## config.mk

```make
export PLATFORM = sky130hd
export DESIGN_NAME = rr_arbiter_4_flat
export DESIGN_NICKNAME = d
export VERILOG_FILES = /design/src/rtl/rr_arbiter_4_pkg.sv /design/src/rtl/rr_arbiter_4_if.sv /design/src/rtl/rr_arbiter_4_decoder_2x4.sv /design/src/rtl/rr_arbiter_4.sv /design/src/flat_wrapper.sv
export SDC_FILE = /design/constraint.sdc
export NUM_CORES = 1
export LEC_CHECK = 0
export CAP_MARGIN = 20
export CORE_MARGIN = 3
export CORE_UTILIZATION = 50
export CTS_CLUSTER_SIZE = 40
export DETAILED_ROUTE_END_ITERATION = 10
export GPL_ROUTABILITY_DRIVEN = 0
export PLACE_DENSITY = 0.74
export SLEW_MARGIN = 20
export SYNTH_ARGS = -nofsm -noshare
export SYNTH_HDL_FRONTEND = slang
export SYNTH_SLANG_ARGS = --single-unit
```

## constraint.sdc

```tcl
create_clock -name clock -period 2.13 [get_ports clock]
set_input_delay 0.213 -clock clock [delete_from_list [all_inputs] [get_ports clock]]
set_output_delay 0.213 -clock clock [all_outputs]
set_load 0.02 [all_outputs]
```

## src/rtl/rr_arbiter_4_pkg.sv

```systemverilog
// Shared definitions for the 4-way round-robin arbiter: state encodings,
// default hold limit and the circular priority search.
package rr_arbiter_4_pkg;

  typedef enum logic {
    IDLE  = 1'b0,
    GRANT = 1'b1
  } arb_state_e;

  localparam int ARB_MAX_HOLD_DEF = 8;
  localparam int ARB_CNT_W_DEF    = 8;
  localparam int ARB_NUM_REQ      = 4;

  // Returns {found, index} of the first set request at or after ptr, wrapping mod 4.
  // Walking offsets from high to low lets the nearest offset win.
  function automatic logic [2:0] rr_pick(input logic [3:0] req, input logic [1:0] ptr);
    logic [1:0] idx;
    rr_pick = 3'b000;
    for (int k = ARB_NUM_REQ - 1; k >= 0; k--) begin
      idx = ptr + 2'(k);
      if (req[idx]) rr_pick = {1'b1, idx};
    end
  endfunction

endpackage

```

## src/rtl/rr_arbiter_4_if.sv

```systemverilog
// Client-side bus of the arbiter: request/release in, grant status out.
interface rr_arbiter_4_if;
  logic [3:0] req;
  logic       done;
  logic [3:0] gnt;
  logic [1:0] gnt_id;
  logic       gnt_valid;
  logic       timeout;

  modport master (output req, done, input gnt, gnt_id, gnt_valid, timeout);
  modport slave  (input req, done, output gnt, gnt_id, gnt_valid, timeout);
endinterface

```

## src/rtl/rr_arbiter_4_decoder_2x4.sv

```systemverilog
// 2-to-4 one-hot decoder with enable; d0 is the index LSB, so index 1 drives y1.
module decoder_2x4 (
  input  logic en,
  input  logic d0,
  input  logic d1,
  output logic y0,
  output logic y1,
  output logic y2,
  output logic y3
);
  assign y0 = en & ~d1 & ~d0;
  assign y1 = en & ~d1 &  d0;
  assign y2 = en &  d1 & ~d0;
  assign y3 = en &  d1 &  d0;
endmodule

```

## src/rtl/rr_arbiter_4.sv

```systemverilog
// Four-requester round-robin arbiter with hold limit; one idle cycle always
// separates consecutive grants.
module rr_arbiter_4
  import rr_arbiter_4_pkg::*;
#(
  parameter int MAX_HOLD = ARB_MAX_HOLD_DEF,
  parameter int CNT_W    = ARB_CNT_W_DEF
) (
  input  logic          clock,
  input  logic          reset,
  rr_arbiter_4_if.slave bus
);

  arb_state_e       state_q;
  logic [1:0]       ptr_q;
  logic [1:0]       gnt_id_q;
  logic             gnt_valid_q;
  logic [CNT_W-1:0] hold_cnt_q;
  logic             timeout_q;

  logic [2:0] pick;
  logic       owner_req;
  logic       hold_max;
  logic       release_now;
  logic [3:0] gnt_dec;

  assign pick        = rr_pick(bus.req, ptr_q);
  assign owner_req   = bus.req[gnt_id_q];
  assign hold_max    = (hold_cnt_q == CNT_W'(MAX_HOLD - 1));
  assign release_now = bus.done | ~owner_req | hold_max;

  always_ff @(posedge clock) begin
    if (reset) begin
      state_q     <= IDLE;
      ptr_q       <= 2'd0;
      gnt_id_q    <= 2'd0;
      gnt_valid_q <= 1'b0;
      hold_cnt_q  <= '0;
      timeout_q   <= 1'b0;
    end else begin
      case (state_q)
        IDLE: begin
          timeout_q <= 1'b0;
          if (pick[2]) begin
            state_q     <= GRANT;
            gnt_id_q    <= pick[1:0];
            gnt_valid_q <= 1'b1;
            hold_cnt_q  <= '0;
            ptr_q       <= pick[1:0] + 2'd1;
          end
        end
        GRANT: begin
          if (release_now) begin
            state_q     <= IDLE;
            gnt_valid_q <= 1'b0;
            hold_cnt_q  <= '0;
            // Forced release is flagged only when neither done nor a request drop caused it.
            timeout_q   <= hold_max & ~bus.done & owner_req;
          end else begin
            hold_cnt_q  <= hold_cnt_q + CNT_W'(1);
          end
        end
        default: state_q <= IDLE;
      endcase
    end
  end

  decoder_2x4 u_dec (
    .en (gnt_valid_q),
    .d0 (gnt_id_q[0]),
    .d1 (gnt_id_q[1]),
    .y0 (gnt_dec[0]),
    .y1 (gnt_dec[1]),
    .y2 (gnt_dec[2]),
    .y3 (gnt_dec[3])
  );

  assign bus.gnt       = gnt_dec;
  assign bus.gnt_id    = gnt_id_q;
  assign bus.gnt_valid = gnt_valid_q;
  assign bus.timeout   = timeout_q;

endmodule

```

## src/flat_wrapper.sv

```systemverilog
// flat-port wrapper written by rule: the top's interface ports become plain ports
module rr_arbiter_4_flat import rr_arbiter_4_pkg::*;
#(
  parameter int MAX_HOLD = ARB_MAX_HOLD_DEF,
  parameter int CNT_W    = ARB_CNT_W_DEF
)
  (clock, reset, bus_req, bus_done, bus_gnt, bus_gnt_id, bus_gnt_valid, bus_timeout);
  rr_arbiter_4_if bus_i ();
  input  logic clock;
  input  logic reset;
  input wire logic [$bits(bus_i.req)-1:0] bus_req;
  input wire logic [$bits(bus_i.done)-1:0] bus_done;
  output wire logic [$bits(bus_i.gnt)-1:0] bus_gnt;
  output wire logic [$bits(bus_i.gnt_id)-1:0] bus_gnt_id;
  output wire logic [$bits(bus_i.gnt_valid)-1:0] bus_gnt_valid;
  output wire logic [$bits(bus_i.timeout)-1:0] bus_timeout;
  assign bus_i.req = bus_req;
  assign bus_i.done = bus_done;
  assign bus_gnt = bus_i.gnt;
  assign bus_gnt_id = bus_i.gnt_id;
  assign bus_gnt_valid = bus_i.gnt_valid;
  assign bus_timeout = bus_i.timeout;
  rr_arbiter_4 #(.MAX_HOLD(MAX_HOLD), .CNT_W(CNT_W)) u_core (.clock(clock), .reset(reset), .bus(bus_i));
endmodule
```

# [Yosys cells after proc, flatten, opt, wreduce, memory -nomap -nowiden]
# Index checks and enable logic that the tools add are counted.
[totals] ff_bits=15 in_bits=7
[op_classes] addsub=5 magnitude_cmp=5 eq_ne=3 n_mux=25 n_bitwise=15 reduce_logical=2
[ops] cell="$mux W8" n=2
[ops] cell="$pmux W8 S2" n=1
[ops] cell="$lt A2 B3 Y1 const B" n=5
[ops] cell="$mux W3" n=4
[ops] cell="$bmux W1 S2" n=5
[ops] cell="$mux W1" n=10
[ops] cell="$add A8 B1 Y8 const B" n=1
[ops] cell="$and A1 B1 Y1" n=8
[ops] cell="$eq A8 B3 Y1 const B" n=1
[ops] cell="$pmux W1 S2" n=3
[ops] cell="$not A1 Y1" n=5
[ops] cell="$add A2 B1 Y2 const B" n=2
[ops] cell="$add A2 B2 Y2 const B" n=2
[ops] cell="$reduce_and A2 Y1" n=2
[ops] cell="$ne A2 B1 Y1 const B" n=1
[ops] cell="$ne A2 B2 Y1 const B" n=1
[ops] cell="$or A1 B1 Y1" n=2

# [Logic depth before layout (Yosys ltp)]
# Gate-level depths: netlist (run 1).
[depth] word_depth=9 depth_mapped=6 depth_no_buf=6

# [Modules after synthesis]
# A second synthesis (run 1) with hierarchy kept.
[hier_totals] hier_cells=94 area_unflattened_um2=824.5
[modules_own_cells] mod="rr_arbiter_4" instances=1 cells_per_inst=90 area_per_inst_um2=787.0 seq_area_each_um2=300.3
[modules_own_cells] mod="decoder_2x4" instances=1 cells_per_inst=4 area_per_inst_um2=37.5 seq_area_each_um2=0.0

# [Worst setup path after synthesis (run 1)]
# OpenSTA, ideal clock, no wires.
[synth_timing] path_type="flip-flop to flip-flop" from="register u_core.hold_cnt_q[0]" to="register u_core.hold_cnt_q[6]" arrival_ns=1.806 path_slack_ns=0.207 stages_incl_launch_ff=7 n_path_buf=0 synth_period_minus_slack_ns=1.923 path_cell_list="dfxtp_1 > ha_1 > or4b_4 > nor4b_4 > nor2_2 > a21o_1 > a22o_1"
[synth_via] elab_chain_len=4 elab_cells_between_ends=5 cone_classes="add/sub (1); eq/ne (1); mux (2); bitwise (1)"
[synth_lines] element="from (decl)" line_no="rr_arbiter_4.sv:18" text="logic [CNT_W-1:0] hold_cnt_q;"
[synth_lines] element="from (signal assigned)" line_no="rr_arbiter_4.sv:60" text="hold_cnt_q <= hold_cnt_q + CNT_W'(1);"
[synth_lines] element="branches (longest 2 deep; another with $add A8 B1 Y8)"
[synth_lines] element="$mux W8 (*)" line_no="rr_arbiter_4.sv:53" text="if (release_now) begin"
[synth_lines] element="$pmux W8 S2 (*)" line_no="rr_arbiter_4.sv:41" text="case (state_q)"
# Mark *: on every way between the ends.
# A chain may end at the register's enable or synchronous reset.

# [Final worst setup path (run 1)]
[layout_timing] from="register u_core.hold_cnt_q[1]" to="register u_core.hold_cnt_q[6]"
# Same word-level chain as after synthesis.

==> results.sh, run 1 <==
export IMPL_drt_iter0_drc=18
export IMPL_post_dp_hpwl_mm=1.31
export IMPL_finalInstanceArea_um2=997
export IMPL_worstPathRequired_ns=2.31
export IMPL_grt_pass1_vias=649
export IMPL_setup_viol=0
export IMPL_cts_tree="done"
export IMPL_syn_instance_count=99
export IMPL_p_leak_nw=0.382
export IMPL_ys_flop_type="dfxtp_1"
export IMPL_fin_crit_sh_pct=91.3
export IMPL_ys_ff_latch=15
export IMPL_clock_skew_ns=0.00114
export IMPL_areaGrowthSynthToFinish_pct=19.0
export IMPL_holdPathStages=1
export IMPL_startpoint_type="flop"
export IMPL_grt_max_degree=10
export IMPL_synth_largest_area_cell="dfxtp_1"
export IMPL_fp_dieW_um=46.9
export IMPL_ys_async_sr_fraction_pct=0
export IMPL_cp_max_fo=9
export IMPL_hold_end="u_core.hold_cnt_q[4]$_SDFFE_PP0P_"
export IMPL_netlist_area_leader_share_pct=35.8
export IMPL_cts_htree_levels=1
export IMPL_grt_pass1_wl_mm=2.98
export IMPL_dpl_cell_area_um2=971
export IMPL_vias=758
export IMPL_min_from="u_core.hold_cnt_q[4]$_SDFFE_PP0P_"
export IMPL_seq_area_frac_synth_pct=35.8
export IMPL_r2r_start="u_core.hold_cnt_q[1]$_SDFFE_PP0P_"
export IMPL_cp_arrival_ns=2.13
export IMPL_dpl_cell_count=125
export IMPL_die_area_um2=2200
export IMPL_top_layer_used="met4"
export IMPL_post_route_min_period_ns=1.94
export IMPL_synth_most_common_cell="dfxtp_1"
export IMPL_io_buffers=14
export IMPL_holdBufCountCts=0
export IMPL_r2r_cells=6
export IMPL_drtPass1Iterations=4
export IMPL_core_um2=1540
export IMPL_synth_edff_count=0
export IMPL_overflow=0
export IMPL_diodes=0
export IMPL_instances_no_fill=129
export IMPL_wl_met1_um=851
export IMPL_synth_distinct_cells=35
export IMPL_holdWs_ns=0.508
export IMPL_dp_worst_setup_slack_ns=0.0523
export IMPL_rows=14
export IMPL_cts_buffers_inserted=3
export IMPL_finalMaxSlewViolations=0
export IMPL_min_path_type="reg -> reg"
export IMPL_critical_path_class="reg -> reg"
export IMPL_netlist_top_cells_count="dfxtp_1 (15), nor2_1 (12), nand2_1 (7)"
export IMPL_tightest_slew_ns=0.463
export IMPL_cts_repair_resized=0
export IMPL_drt_total_wl_mm=1.74
export IMPL_maxCapViolCount=0
export IMPL_drc=0
export IMPL_clk_pin_slew_worst_paths_ns=0.08
export IMPL_rsz0062_at_grt="false"
export IMPL_avgSynthCellArea_um2=8.47
export IMPL_vdd_drop_max_v=0.000368
export IMPL_initial_core_util_pct=54.4
export IMPL_syn_cell_area_um2=838
export IMPL_r2r_end="u_core.hold_cnt_q[6]$_SDFFE_PP0P_"
export IMPL_clock_latency_ns=0.28
export IMPL_die_height_um=46.9
export IMPL_cp_end_kind="flop"
export IMPL_crit_buf_inv=0
export IMPL_fillers=131
export IMPL_cts_sinks=15
export IMPL_wl_met2_um=752
export IMPL_outcome="complete, no violations"
export IMPL_post_cts_buffers=0
export IMPL_yosys_top_cells_area="dfxtp_1 (36%), buf_4 (5.4%), nor2_1 (5.4%)"
export IMPL_fmax_ghz=0.514
export IMPL_grt_total_usage_pct=18.7
export IMPL_slowest_stage="or4b_4"
export IMPL_finalSetupTns_ns=0
export IMPL_fin_ws_ns=0.185
export IMPL_io_pin_count=15
export IMPL_clockBufferDepth=2
export IMPL_reg2reg_setup_slack_ns=0.19
export IMPL_power_density_nw_per_um2=613
export IMPL_cts_root_buf="clkbuf_4"
export IMPL_met3RoutedLength_um=119
export IMPL_antenna_found_initial=0
export IMPL_synth_nets=107
export IMPL_wl_per_cell_um=13.5
export IMPL_drive_gt1_share_pct=9.73
export IMPL_hold_violations=0
export IMPL_drt_antenna_violating_nets=0
export IMPL_max_slew_margin_pct=68.8
export IMPL_critPathMaxStageDelay_ns=0.49
export IMPL_crit_chain="ha_1 -> or4b_4 -> nor4b_4 -> nor2_2 -> a21o_1 -> a22o_1"
export IMPL_vias_per_cell=5.88
export IMPL_final_nets=122
export IMPL_yosys_warnings=0
export IMPL_cp_top_family="simple AND/OR/NAND/NOR gates"
[worst reg2reg max path: stages (launching register included)]
cell,delay [ns]
dfxtp_1,0.38
ha_1,0.24
or4b_4,0.49
nor4b_4,0.26
nor2_2,0.13
a21o_1,0.17
a22o_1,0.16
[state kept, by name, indices dropped and copies added, names as in the netlist]
name and count:
u_core.state_q 1, u_core.ptr_q 2, u_core.hold_cnt_q 8, u_core.bus.gnt_id 2
u_core.bus.timeout 1, u_core.bus.gnt_valid 1
[layout make-up]
cell class / count / area (um^2) / share of cell area, %
multi-input combinational: 75 / 480 / 48.2
sequential: 15 / 300 / 30.1
timing repair buffer: 17 / 163 / 16.3
clock buffer: 4 / 26.3 / 2.63
tap: 16 / 20.0 / 2.01
inverter: 2 / 7.51 / 0.753
[layout by cell type (no fill, tap or decap), types with 2 or more instances in the layout]
| cell | netlist | routed |
|---|---|---|
| nor3_1 | 3 | 3 |
| nor2_1 | 12 | 12 |
| and3_1 | 3 | 3 |
| nor2b_1 | 4 | 4 |
| o21ai_0 | 5 | 5 |
| a21oi_1 | 5 | 5 |
| clkbuf_4 | 0 | 3 |
| inv_1 | 2 | 2 |
| nor3b_1 | 2 | 2 |
| clkdlybuf4s50_1 | 0 | 14 |
| a22o_1 | 3 | 3 |
| nand2b_1 | 4 | 4 |
| dfxtp_1 | 15 | 15 |
| nand3_1 | 4 | 4 |
| a31oi_1 | 3 | 3 |
| buf_4 | 6 | 3 |
| a21o_1 | 2 | 2 |
| nand2_1 | 7 | 7 |
[logic make-up (layout without fill, tap and decap cells)]
logic type               after synthesis  in the layout  synth area share (%)
AO/OA/AOI/OAI                         24             24                  19.0
XOR/XNOR                               1              1                  1.04
adder cells (fa/ha/maj)                1              1                  1.49
buffers and inverters                  9             23                  6.87
flip-flops                            15             15                  35.8
multiplexers                           1              1                  2.69
AND/OR/NAND/NOR                       48             48                  33.1
[how the worst max path moves through the flow]
stage / cells after the start / to / slack [ns] / startpoint
final: 6 / u_core.hold_cnt_q[6]$_SDFFE_PP0P_ / 0.19 / u_core.hold_cnt_q[1]$_SDFFE_PP0P_
after global routing: 6 / u_core.hold_cnt_q[6]$_SDFFE_PP0P_ / 0.06 / u_core.hold_cnt_q[1]$_SDFFE_PP0P_
after CTS: 6 / u_core.hold_cnt_q[6]$_SDFFE_PP0P_ / 0.17 / u_core.hold_cnt_q[1]$_SDFFE_PP0P_
after detailed placement: 6 / u_core.hold_cnt_q[2]$_SDFFE_PP0P_ / 0.05 / bus_req[0]
after global placement: 6 / u_core.hold_cnt_q[7]$_SDFFE_PP0P_ / 0.16 / bus_req[2]
after floorplan: 6 / u_core.hold_cnt_q[6]$_SDFFE_PP0P_ / 0.21 / u_core.hold_cnt_q[0]$_SDFFE_PP0P_
[layer usage]
metal,vias to the layer above,global-route usage [%]
met3,4,6.51
met5,-,0
met1,346,27.6
met2,24,25.7
li1,384,-
met4,0,4.97
[stage by stage]
stage	power (mW)	utilization, %
floorplan	0.414	-
global placement	0.454	63.0
detailed placement	0.457	63.0
CTS	0.621	64.7
global route	0.644	64.7
finish	0.612	64.7
[power by group]
group | total [mW] | internal, mW | switching, mW
Clock | 0.160 | 0.0729 | 0.0876
Sequential | 0.317 | 0.297 | 0.0209
Combinational | 0.134 | 0.0680 | 0.0658
No activity file was read; power rests on OpenSTA's default activity.
==> run 2: changes to the inputs <==
Settings changed: TNS_END_PERCENT set to 10.
==> results of run 2 <==
Same layout as run 1: the final DEF is identical, and so are final timing and power.
==> edit: new RTL, settings of run 2 <==
Set the package constant `ARB_CNT_W_DEF` to 10 (it was 8).
--- a/src/rtl/rr_arbiter_4_pkg.sv
+++ b/src/rtl/rr_arbiter_4_pkg.sv
@@ -10,3 +10,3 @@
   localparam int ARB_MAX_HOLD_DEF = 8;
-  localparam int ARB_CNT_W_DEF    = 8;
+  localparam int ARB_CNT_W_DEF    = 10;
   localparam int ARB_NUM_REQ      = 4;
Formal check against the unedited RTL: same outputs for any inputs over 10 cycles, from zero or initial values and one cycle with reset high; that may be too few to reach the edited logic, so the function may still have changed.
==> edit against run 2 <==
Worst setup slack improved by 0.21 ns. Power increased by 7.7%. Synthesized area rose by 20%. Largest cell class unchanged. Sequential cell count increased by 2. Highest routed layer unchanged. Die area up 18%. Synthesized cell count rose by 18%. Global-route usage down 1.4 points. Clock skew increased by 0.0039 ns. Register-to-register slack gained 0.22 ns. Wire length increased by 21%. Design area is 17% higher.
==> edit: results (changes against run 2) <==
\begin{tabular}{lr}
\hline
Metric & Value \\
\hline
\multicolumn{2}{l}{\textbf{Final layout}} \\
Fin nets & 138 (was 122) \\
Layout cell share with drive strength beyond 1 & 8.527\% (was 9.735\%) \\
\multicolumn{2}{l}{\textbf{Setup path}} \\
Startpoint of the worst-slack reg-to-reg timing path & u\_core.hold\_cnt\_q[0] (was u\_core.hold\_cnt\_q[1]) \\
Max Fanout on Critical Path & 7 (was 9) \\
Worst-path cell with the longest stage delay & sky130\_fd\_sc\_hd\_\_clkdlybuf4s50\_1 (was sky130\_fd\_sc\_hd\_\_or4b\_4) \\
Critical path data arrival time & 1.53 ns (was 2.13 ns) \\
R2R Path End & u\_core.hold\_cnt\_q[8] (was u\_core.hold\_cnt\_q[6]) \\
Cells on worst reg2reg path & 5 (was 6) \\
Register-to-register setup slack & 0.41 ns (was 0.19 ns) \\
Source of the critical timing path & u\_core.bus.gnt\_id[0] (was u\_core.hold\_cnt\_q[1]) \\
\multicolumn{2}{l}{\textbf{Pwr}} \\
Relative contribution of sequential cells to total power & 53.9\% (was 51.9\%) \\
Power per cell area & 564.1 nW/µm² (was 613.4 nW/µm²) \\
VDD IR max & 0.4412 mV (was 0.3680 mV) \\
Leakage power of the design & 0.4327 nW (was 0.3825 nW) \\
\multicolumn{2}{l}{\textbf{Worst hold path}} \\
Min-Delay Endpoint & u\_core.bus.timeout (was u\_core.hold\_cnt\_q[4]) \\
Source of the worst hold timing path & u\_core.bus.timeout (was u\_core.hold\_cnt\_q[4]) \\
Cell depth of the worst hold path & 2 (was 1) \\
\multicolumn{2}{l}{\textbf{Synth}} \\
Top cells by area, synth & sky130\_fd\_sc\_hd\_\_dfxtp\_1 (34\%), sky130\_fd\_sc\_hd\_\_buf\_4 (5.2\%), sky130\_fd\_sc\_hd\_\_nand2\_1 (4.1\%) (was sky130\_fd\_sc\_hd\_\_dfxtp\_1 (36\%), sky130\_fd\_sc\_hd\_\_buf\_4 (5.4\%), sky130\_fd\_sc\_hd\_\_nor2\_1 (5.4\%)) \\
Unique masters post-synth & 44 (was 35) \\
Most frequent cells after synthesis & sky130\_fd\_sc\_hd\_\_dfxtp\_1 (17), sky130\_fd\_sc\_hd\_\_nand2\_1 (11), sky130\_fd\_sc\_hd\_\_nor2\_1 (8) (was sky130\_fd\_sc\_hd\_\_dfxtp\_1 (15), sky130\_fd\_sc\_hd\_\_nor2\_1 (12), sky130\_fd\_sc\_hd\_\_nand2\_1 (7)) \\
\multicolumn{2}{l}{\textbf{Clocking}} \\
Clock transition at the registers of the reported paths & 0.10 ns (was 0.08 ns) \\
\multicolumn{2}{l}{\textbf{Drt}} \\
Iter 0 DRT Violations & 26 (was 18) \\
Post-detailed-route via-to-cell ratio & 5.831 (was 5.876) \\
\multicolumn{2}{l}{\textbf{GRT}} \\
Number of global-route vias before repair & 750 (was 649) \\
\multicolumn{2}{l}{\textbf{Timing}} \\
Relative slew slack & 67.51\% (was 68.82\%) \\
Final setup skew & 0.005062 ns (was 0.001140 ns) \\
\multicolumn{2}{l}{\textbf{Status}} \\
Status & completed (unchanged) \\
\hline
\end{tabular}
==> edit: cell count changes after synthesis, sizes merged, moves of 3 or more <==
cell,delta
nand3b,+3
nand2,+4
nand3,+3
nor4,+3
nor2,-5
==> edit: stage by stage <==
step                      utilization (%)  instances  worst slack, ns  hold WS, ns  cell area, µm²
after global routing                64.12        154           0.2108       0.5191            1167
after floorplan                         -        117           0.4774       0.2821            1010
after CTS                           64.12        154           0.3676       0.4916            1167
final                               64.12        154           0.3919       0.4823            1167
after detailed placement            62.61        150           0.1148       0.4654            1140
after global placement              62.61        150           0.1974       0.4611            1140
==> edit: kinds of logic (layout without fill, tap and decap cells) <==
| logic type | after synthesis | after routing | share of synthesized area [%] |
|---|---|---|---|
| AOI/OAI and AO/OA | 29 | 29 | 21.32 |
| xor gates and xnor gates | 2 | 2 | 1.735 |
| adders and majority gates | 1 | 1 | 1.239 |
| buffers and inverters | 11 | 23 | 6.691 |
| DFF | 17 | 17 | 33.71 |
| muxes | 2 | 2 | 3.594 |
| and+or+nand+nor | 55 | 55 | 31.72 |
==> edit: routing by layer <==
metal | global-route usage [%] | up-vias | wire [µm]
met2 | 27.25 | 21 | 1002
li1 | - | 463 | -
met5 | 0 | - | 0
met4 | 4.036 | 0 | 9
met1 | 23.12 | 412 | 1001
met3 | 5.248 | 2 | 91
==> edit: area by class of cell <==
cell class / instances / area [µm²]
multi-input cells: 89 / 601.8
fillers: 154 / 653.1
flip-flops and latches: 17 / 340.3
clock buffers: 3 / 22.52
clock inverters: 1 / 5.005
inverters: 3 / 11.26
well taps: 25 / 31.28
repair buffers: 16 / 155.1
==> edit: worst max-delay path: cells and delay by family, from the launching register on <==
family,cells,cell delay (ns)
buffers and inverters,1,0.60
DFF,1,0.45
and+or+nand+nor,1,0.19
